--- src/rtl/trap_ctrl.sv ---
// trap_ctrl: M-mode trap sequencer. It flushes the pipeline, writes mepc/mcause/mtval and redirects the PC.
// Optional macro TRAP_VECTORED_EN: vectored interrupt dispatch when mtvec[1:0] == 2'b01.
module trap_ctrl #(
  parameter int XLEN            = 32,
  parameter bit MSTATUS_MIE_RST = 1'b0
) (
  input  logic            clk,
  input  logic            rst_n,
  input  logic [4:0]      exc_req,
  input  logic [XLEN-1:0] exc_pc,
  input  logic [XLEN-1:0] exc_tval,
  input  logic            mret_req,
  input  logic [XLEN-1:0] irq_pc,
  input  logic            irq_ext,
  input  logic            irq_timer,
  input  logic            mie_meie,
  input  logic            mie_mtie,
  input  logic [XLEN-1:0] mtvec,
  input  logic [XLEN-1:0] mepc,
  input  logic            flush_ack,
  output logic            flush_req,
  output logic            busy,
  output logic            csr_we,
  output logic [11:0]     csr_waddr,
  output logic [XLEN-1:0] csr_wdata,
  output logic            redirect_valid,
  output logic [XLEN-1:0] redirect_pc,
  output logic            mstatus_mie,
  output logic            mstatus_mpie
);

  localparam logic [11:0]     ADDR_MEPC   = 12'h341;
  localparam logic [11:0]     ADDR_MCAUSE = 12'h342;
  localparam logic [11:0]     ADDR_MTVAL  = 12'h343;
  localparam logic [XLEN-1:0] IRQ_FLAG    = XLEN'(1) << (XLEN - 1);
  localparam logic [XLEN-1:0] CAUSE_MEI   = IRQ_FLAG | XLEN'(11);
  localparam logic [XLEN-1:0] CAUSE_MTI   = IRQ_FLAG | XLEN'(7);

  typedef enum logic [2:0] {
    IDLE, FLUSH, WR_EPC, WR_CAUSE, WR_TVAL, REDIRECT
  } state_t;

  state_t          state;
  logic            is_mret_q;
  logic [XLEN-1:0] cause_q, epc_q, tval_q;

  logic            take, take_mret;
  logic [XLEN-1:0] sel_cause, sel_epc, sel_tval;
  logic [XLEN-1:0] trap_pc;

  // Request arbitration, only acted upon in IDLE.
  always_comb begin
    take      = 1'b1;
    take_mret = 1'b0;
    sel_cause = '0;
    sel_epc   = exc_pc;
    sel_tval  = '0;
    if (exc_req[0]) begin
      sel_cause = XLEN'(0);
      sel_tval  = exc_pc;
    end else if (exc_req[1]) begin
      sel_cause = XLEN'(3);
      sel_tval  = exc_pc;
    end else if (exc_req[2]) begin
      sel_cause = XLEN'(11);
    end else if (exc_req[3]) begin
      sel_cause = XLEN'(6);
      sel_tval  = exc_tval;
    end else if (exc_req[4]) begin
      sel_cause = XLEN'(4);
      sel_tval  = exc_tval;
    end else if (mret_req) begin
      take_mret = 1'b1;
    end else if (irq_ext && mstatus_mie && mie_meie) begin
      sel_cause = CAUSE_MEI;
      sel_epc   = irq_pc;
    end else if (irq_timer && mstatus_mie && mie_mtie) begin
      sel_cause = CAUSE_MTI;
      sel_epc   = irq_pc;
    end else begin
      take = 1'b0;
    end
  end

  always_comb begin
    trap_pc = {mtvec[XLEN-1:2], 2'b00};
`ifdef TRAP_VECTORED_EN
    if (cause_q[XLEN-1] && (mtvec[1:0] == 2'b01))
      trap_pc = trap_pc + XLEN'({cause_q[4:0], 2'b00});
`endif
  end

`ifndef TRAP_VECTORED_EN
  logic unused_mtvec_mode;
  assign unused_mtvec_mode = ^mtvec[1:0];
`endif

  // Trap payload is plain data and needs no reset; it is only read after a capture.
  always_ff @(posedge clk) begin
    if (state == IDLE && take) begin
      cause_q <= sel_cause;
      epc_q   <= sel_epc;
      tval_q  <= sel_tval;
    end
  end

  always_ff @(posedge clk or negedge rst_n) begin
    if (!rst_n) begin
      state          <= IDLE;
      is_mret_q      <= 1'b0;
      flush_req      <= 1'b0;
      busy           <= 1'b0;
      csr_we         <= 1'b0;
      csr_waddr      <= '0;
      csr_wdata      <= '0;
      redirect_valid <= 1'b0;
      redirect_pc    <= '0;
      mstatus_mie    <= MSTATUS_MIE_RST;
      mstatus_mpie   <= 1'b1;
    end else begin
      case (state)
        IDLE: begin
          if (take) begin
            state     <= FLUSH;
            is_mret_q <= take_mret;
            flush_req <= 1'b1;
            busy      <= 1'b1;
          end
        end
        FLUSH: begin
          if (flush_ack) begin
            flush_req <= 1'b0;
            if (is_mret_q) begin
              state          <= REDIRECT;
              redirect_valid <= 1'b1;
              redirect_pc    <= mepc;
            end else begin
              state     <= WR_EPC;
              csr_we    <= 1'b1;
              csr_waddr <= ADDR_MEPC;
              csr_wdata <= epc_q;
            end
          end
        end
        WR_EPC: begin
          state        <= WR_CAUSE;
          csr_waddr    <= ADDR_MCAUSE;
          csr_wdata    <= cause_q;
          mstatus_mpie <= mstatus_mie;
          mstatus_mie  <= 1'b0;
        end
        WR_CAUSE: begin
          state     <= WR_TVAL;
          csr_waddr <= ADDR_MTVAL;
          csr_wdata <= tval_q;
        end
        WR_TVAL: begin
          state          <= REDIRECT;
          csr_we         <= 1'b0;
          csr_waddr      <= '0;
          csr_wdata      <= '0;
          redirect_valid <= 1'b1;
          redirect_pc    <= trap_pc;
        end
        REDIRECT: begin
          state          <= IDLE;
          busy           <= 1'b0;
          redirect_valid <= 1'b0;
          redirect_pc    <= '0;
          if (is_mret_q) begin
            mstatus_mie  <= mstatus_mpie;
            mstatus_mpie <= 1'b1;
          end
        end
        default: state <= IDLE;
      endcase
    end
  end

endmodule
--- config.mk ---
export PLATFORM = sky130hd
export DESIGN_NAME = trap_ctrl
export DESIGN_NICKNAME = d
export VERILOG_FILES = /design/src/rtl/trap_ctrl.sv
export SDC_FILE = /design/constraint.sdc
export NUM_CORES = 1
export LEC_CHECK = 0
export ABC_AREA = 1
export BUFFER_PORTS_ARGS = -buffer_cell sky130_fd_sc_hd__buf_2
export CAP_MARGIN = 20
export CORE_ASPECT_RATIO = 1.5
export CORE_MARGIN = 2
export CORE_UTILIZATION = 28
export CTS_CLUSTER_DIAMETER = 40
export DETAILED_ROUTE_END_ITERATION = 8
export PLACE_DENSITY_LB_ADDON = 0.15
export SLEW_MARGIN = 20
export SYNTH_ARGS = -nofsm -noshare
export SYNTH_HDL_FRONTEND = slang
export SYNTH_SLANG_ARGS = --single-unit
export TNS_END_PERCENT = 5
--- constraint.sdc ---
create_clock -name clk -period 5 [get_ports clk]
set_input_delay 1 -clock clk [delete_from_list [all_inputs] [get_ports clk]]
set_output_delay 1 -clock clk [all_outputs]
set_load 0.1 [all_outputs]
; After elaboration in Yosys (flattened, before gate mapping)
; Cells that the tools add are included.
[totals]
inputBits = 173
register_bits = 182
elab_cells = 112
[classes]
n_mux = 60
reduce_logical = 24
n_eq_ne = 10
[op_table]
columns = op, count
row1 = $mux 32, 19
row2 = $pmux 32 s4, 1
row3 = $pmux 32 s3, 1
row4 = $pmux 12 s4, 1
row5 = $mux 12, 2
row6 = $mux 1, 21
row7 = $mux 4, 4
row8 = $pmux 3 s5, 1
row9 = $reduce_and 3->1, 4
row10 = $ne 2x2->1 const B, 5
row11 = $pmux 1 s2, 5
row12 = $mux 3, 3
row13 = $reduce_and 2->1, 4
row14 = $reduce_bool 2->1, 4
row15 = $reduce_or 7->1, 1
row16 = $eq 3x2->1 const B, 2
row17 = $eq 3x3->1 const B, 2
row18 = $reduce_or 6->1, 1
row19 = $logic_and 1x1->1, 5
row20 = $reduce_bool 4->1, 1
row21 = $eq 3x1->1 const B, 1
row22 = $logic_not 3->1, 1
row23 = $pmux 1 s3, 1
row24 = $reduce_bool 3->1, 1
row25 = 3 further kinds, 3

; Longest topological paths before layout
[logic_depth]
depth_word = 12
depth_mapped = 10

; Worst setup path before layout
; Ideal clock, no wire load.
[synth_timing]
path_type = register to register
start = reg mstatus_mie
end = reg cause_q[0], enable pin
path_stages_with_launch = 7
synth_period_minus_slack_ns = 3.355
arrival_ns = 2.932
slack_ns = 1.645
required_time_ns = 4.577
cell_sequence = dfrtp_1 > nand3_1 > nand2_1 > inv_1 > nand2_1 > nand2_1 > inv_1
[synth_between]
elab_chain_cells = 11
elab_cells_between_ends = 13
classes_between = 8 x mux / 5 x reduce/logical
[synth_lines]
columns = element, line_no
row1 = "start, declared", 28  ; output logic mstatus_mie,
row2 = "start signal, assigned", 171  ; mstatus_mie <= mstatus_mpie;
row3 = $logic_and 1x1->1 (2 in a row), 77  ; end else if (irq_timer && mstatus_mie && mie_mtie) begin
row4 = $mux 1, 77
row5 = $mux 1 *, 74  ; end else if (irq_ext && mstatus_mie && mie_meie) begin
row6 = $mux 1 *, 72  ; end else if (mret_req) begin
row7 = $mux 1 *, 69  ; end else if (exc_req[4]) begin
row8 = $mux 1 *, 66  ; end else if (exc_req[3]) begin
row9 = $mux 1 *, 64  ; end else if (exc_req[2]) begin
row10 = $mux 1 *, 61  ; end else if (exc_req[1]) begin
row11 = $mux 1 *, 58  ; if (exc_req[0]) begin
row12 = $logic_and 1x1->1 *, 100  ; if (state == IDLE && take) begin
row13 = "end signal, assigned", 101  ; cause_q <= sel_cause;
row14 = "end, declared", 45  ; logic [XLEN-1:0] cause_q, epc_q, tval_q;
; Every way passes the cells marked *; elsewhere a longest branch is shown, timed or not.
; A chain may end at the register's enable or synchronous reset.

; Worst setup path in the final report
[layout_timing]
start = in mie_meie
end = reg tval_q[7], enable pin
[layout_between]
elab_chain_cells = 9
[layout_lines]
columns = element, line_no
row1 = "start, declared", 16  ; input logic mie_meie,
row2 = $logic_and 1x1->1, 74
row3 = $mux 1, 74
row4 = $mux 1, 72
row5 = $mux 1, 69
row6 = $mux 1, 66
row7 = $mux 1, 64
row8 = $mux 1, 61
row9 = $mux 1, 58
row10 = $logic_and 1x1->1, 100
row11 = "end signal, assigned", 103  ; tval_q <= sel_tval;
row12 = "end, declared", 45
; No other way between the ends.

==> run metrics <==
outcome complete, no violations; initial antenna violation count 0; Final Net Count roughly 1300; WL per Instance around 14 um; first-iteration detailed-routing DRC count roughly 230; Post-DP Area between 8000 and 9000 um^2; area of the multi-input gates between 2000 and 3000 um^2; final hold vios 0; Reg area ~4000 um^2; CTS sink count about 150; die width between 100 and 150 um; Synth Warn # 0; drt total wl slightly above 20000 um; Clock Path Buffers 2; critical path's top delay family buffers and inverters; met1 wire length between 8000 and 9000 um; drt pass-1 iters 4; RSZ-0062 raised after global routing no; grt total ovfl 0; Max Cap Viol 0; TritonCTS Buffers 17; CP max-delay cell buf_4; H-tree depth 4; pre-CTS worst setup slack between 1.5 and 2 ns; crit path cell chain buf_2 > nand3_1 > nand2_1 > inv_1 > nand2_1 > nand2_1 > inv_2 > buf_4; post-layout util a little over a third; period utilisation layout about half; post-route ant nets 0; Worst slew margin roughly 33%; Startpoint Class primary input; max layer used met4; number of core rows between 70 and 80; most common cell after layout, fill and taps aside nand2_1; Max FO, Critical Path 31; Final Critical Period 2.53 ns; mux contribution to synthesized area 0%; CP bufs+invs 4; antenna cells 0; Global Route Usage Sum between 10% and 20%; hpwl dp 13900 um; Synth async-reset ratio between 50 and 60%; RD Place Congestion around 0.79; Syn Area/Cell just under 8 um^2; top_reg_cell synth dfrtp_1; CTS tree done; Vias/cell 4.33; met3 wire len approximately 1100 um; IO Port Bufs roughly 250; clk root buf clkbuf_16; Post-Synth Adder-Cell Area 0%; IO Pins between 200 and 300; commonest non-fill, non-tap cells in the layout nand2_1 (534), buf_2 (244), dfrtp_1 (76); largest net degree at the start of global routing 48; critical path's most frequent cell nand2_1; worst hold path class flop to flop; element type at the critical path end flop; Final Cell Area 9030 um^2; Worst Tran Pin Value 1.01 ns; die extent in y 199 um; Setup Buffers After CTS 0; Crit Path Class primary input to flop; skew final ~0.0063 ns; CTS clk-pin slew, worst paths 0.06 ns; #FFs+latches synth between 100 and 150; post-synthesis cell area roughly 7100 um^2; DRC 0; Die ar. approximately 27000 um^2; routed wl met2 10500 um; P&R area growth vs syn 27.6%; Yosys cell types 28; largest family of logic cells by synthesized area simple AND/OR/NAND/NOR gates; post-synthesis xor/xnor area fraction 0%; initial core utilization between 20 and 30%; first-pass GRT wire length ~32000 um; final setup fails 0; fraction of the mapped netlist area in compound gates under 10%; CP Data Arrival Time around 2.6 ns; fill cell count about 2700; Sum Neg Setup Slack 0 ns; Worst EP required between 5 and 6 ns; Final Worst Setup Slack 2.47 ns; sequential fraction of the synthesis area about 57%; EDFF count, synth 69; layout cells sized above 1 25.9%; Synth Area in Simple Gates 34.3%; Core Area between 20000 and 25000 um^2; vias in the first global route 6260; Fmax slightly below 0.4 GHz; worst skew pair latency roughly 0.43 ns; hold_buf cts 0; max-slew violations 0; post-CTS sizing 0; Gate Count Post-Synth 897; max incr delay on CP about 0.46 ns; DR vias 6333
cells in the mapped netlist (2+ instances only):
library cell    n  area [um^2]
o21ai_0        37          185
nand2_1       534         2000
inv_1          27          101
nand4_1         2         12.5
buf_1           2         7.51
edfxtp_1       69         2070
nor3_1          4         20.0
buf_2          23          115
nand3_1        43          215
buf_6           3         33.8
a21oi_1         6         30.0
clkbuf_1       12         45.0
nor2_1         32          120
buf_4          12         90.1
inv_2           3         11.3
dfrtp_1        76         1900
worst paths after layout:
path | start | end | slack, ns | cells past startpoint
setup / recovery | mie_meie | tval_q[7] | 2.47 | 8
hold / removal | csr_wdata[26] | csr_wdata[26] | 0.47 | 2
setup reg to reg | mstatus_mie | tval_q[7] | 2.62 | 7
hold reg to reg | csr_wdata[26] | csr_wdata[26] | 0.47 | 2
max in group asynchronous | rst_n | redirect_pc[17] | 3.49 | 2
min in group asynchronous | rst_n | redirect_pc[7] | 0.62 | 1
logic make-up after synthesis:
kind of cell           Yosys count
AOI/OAI and AO/OA               46
DFF                            146
and+or+nand+nor                621
other                            1
buffers and inverters           83
metrics by stage:
stage          hold slack [ns]  cells
3_5_place_dp             0.460   1432
5_1_grt                  0.493   1464
6_report                 0.471   1464
2_1_floorplan            0.486    903
3_3_place_gp             0.455   1432
4_1_cts                  0.474   1464
state kept, by name, summed over array words and instances, names as in the netlist:
signal	cells
csr_wdata	32
epc_q	32
redirect_pc	32
tval_q	32
cause_q	5
csr_waddr	3
state	3
busy	1
csr_we	1
flush_req	1
is_mret_q	1
mstatus_mie	1
mstatus_mpie	1
redirect_valid	1
metal layers:
layer,global-route usage (%),vias to the layer above
li1,-,3249
met1,18.1,2847
met2,28.9,214
met3,2.85,23
met4,6.26,0
met5,0,-
area by class of cell:
class                      count  area share [%]
clock buffer                  26            5.42
clock inverter                 6           0.360
inverter                      31            1.29
multi-input combinational    674            29.8
sequential                   146            44.3
tap                          328            4.54
timing repair buffer         253            14.3
worst reg2reg max path, cell delays in order (launching register included):
cell     delay, ns
dfrtp_1       0.45
nand3_1       0.22
nand2_1       0.20
inv_1         0.07
nand2_1       0.09
nand2_1       0.13
inv_2         0.38
buf_4         0.47
Power is left out: the tool's default activity adds up to more than one toggle a clock period on the data nets, which glitch-free logic cannot reach.
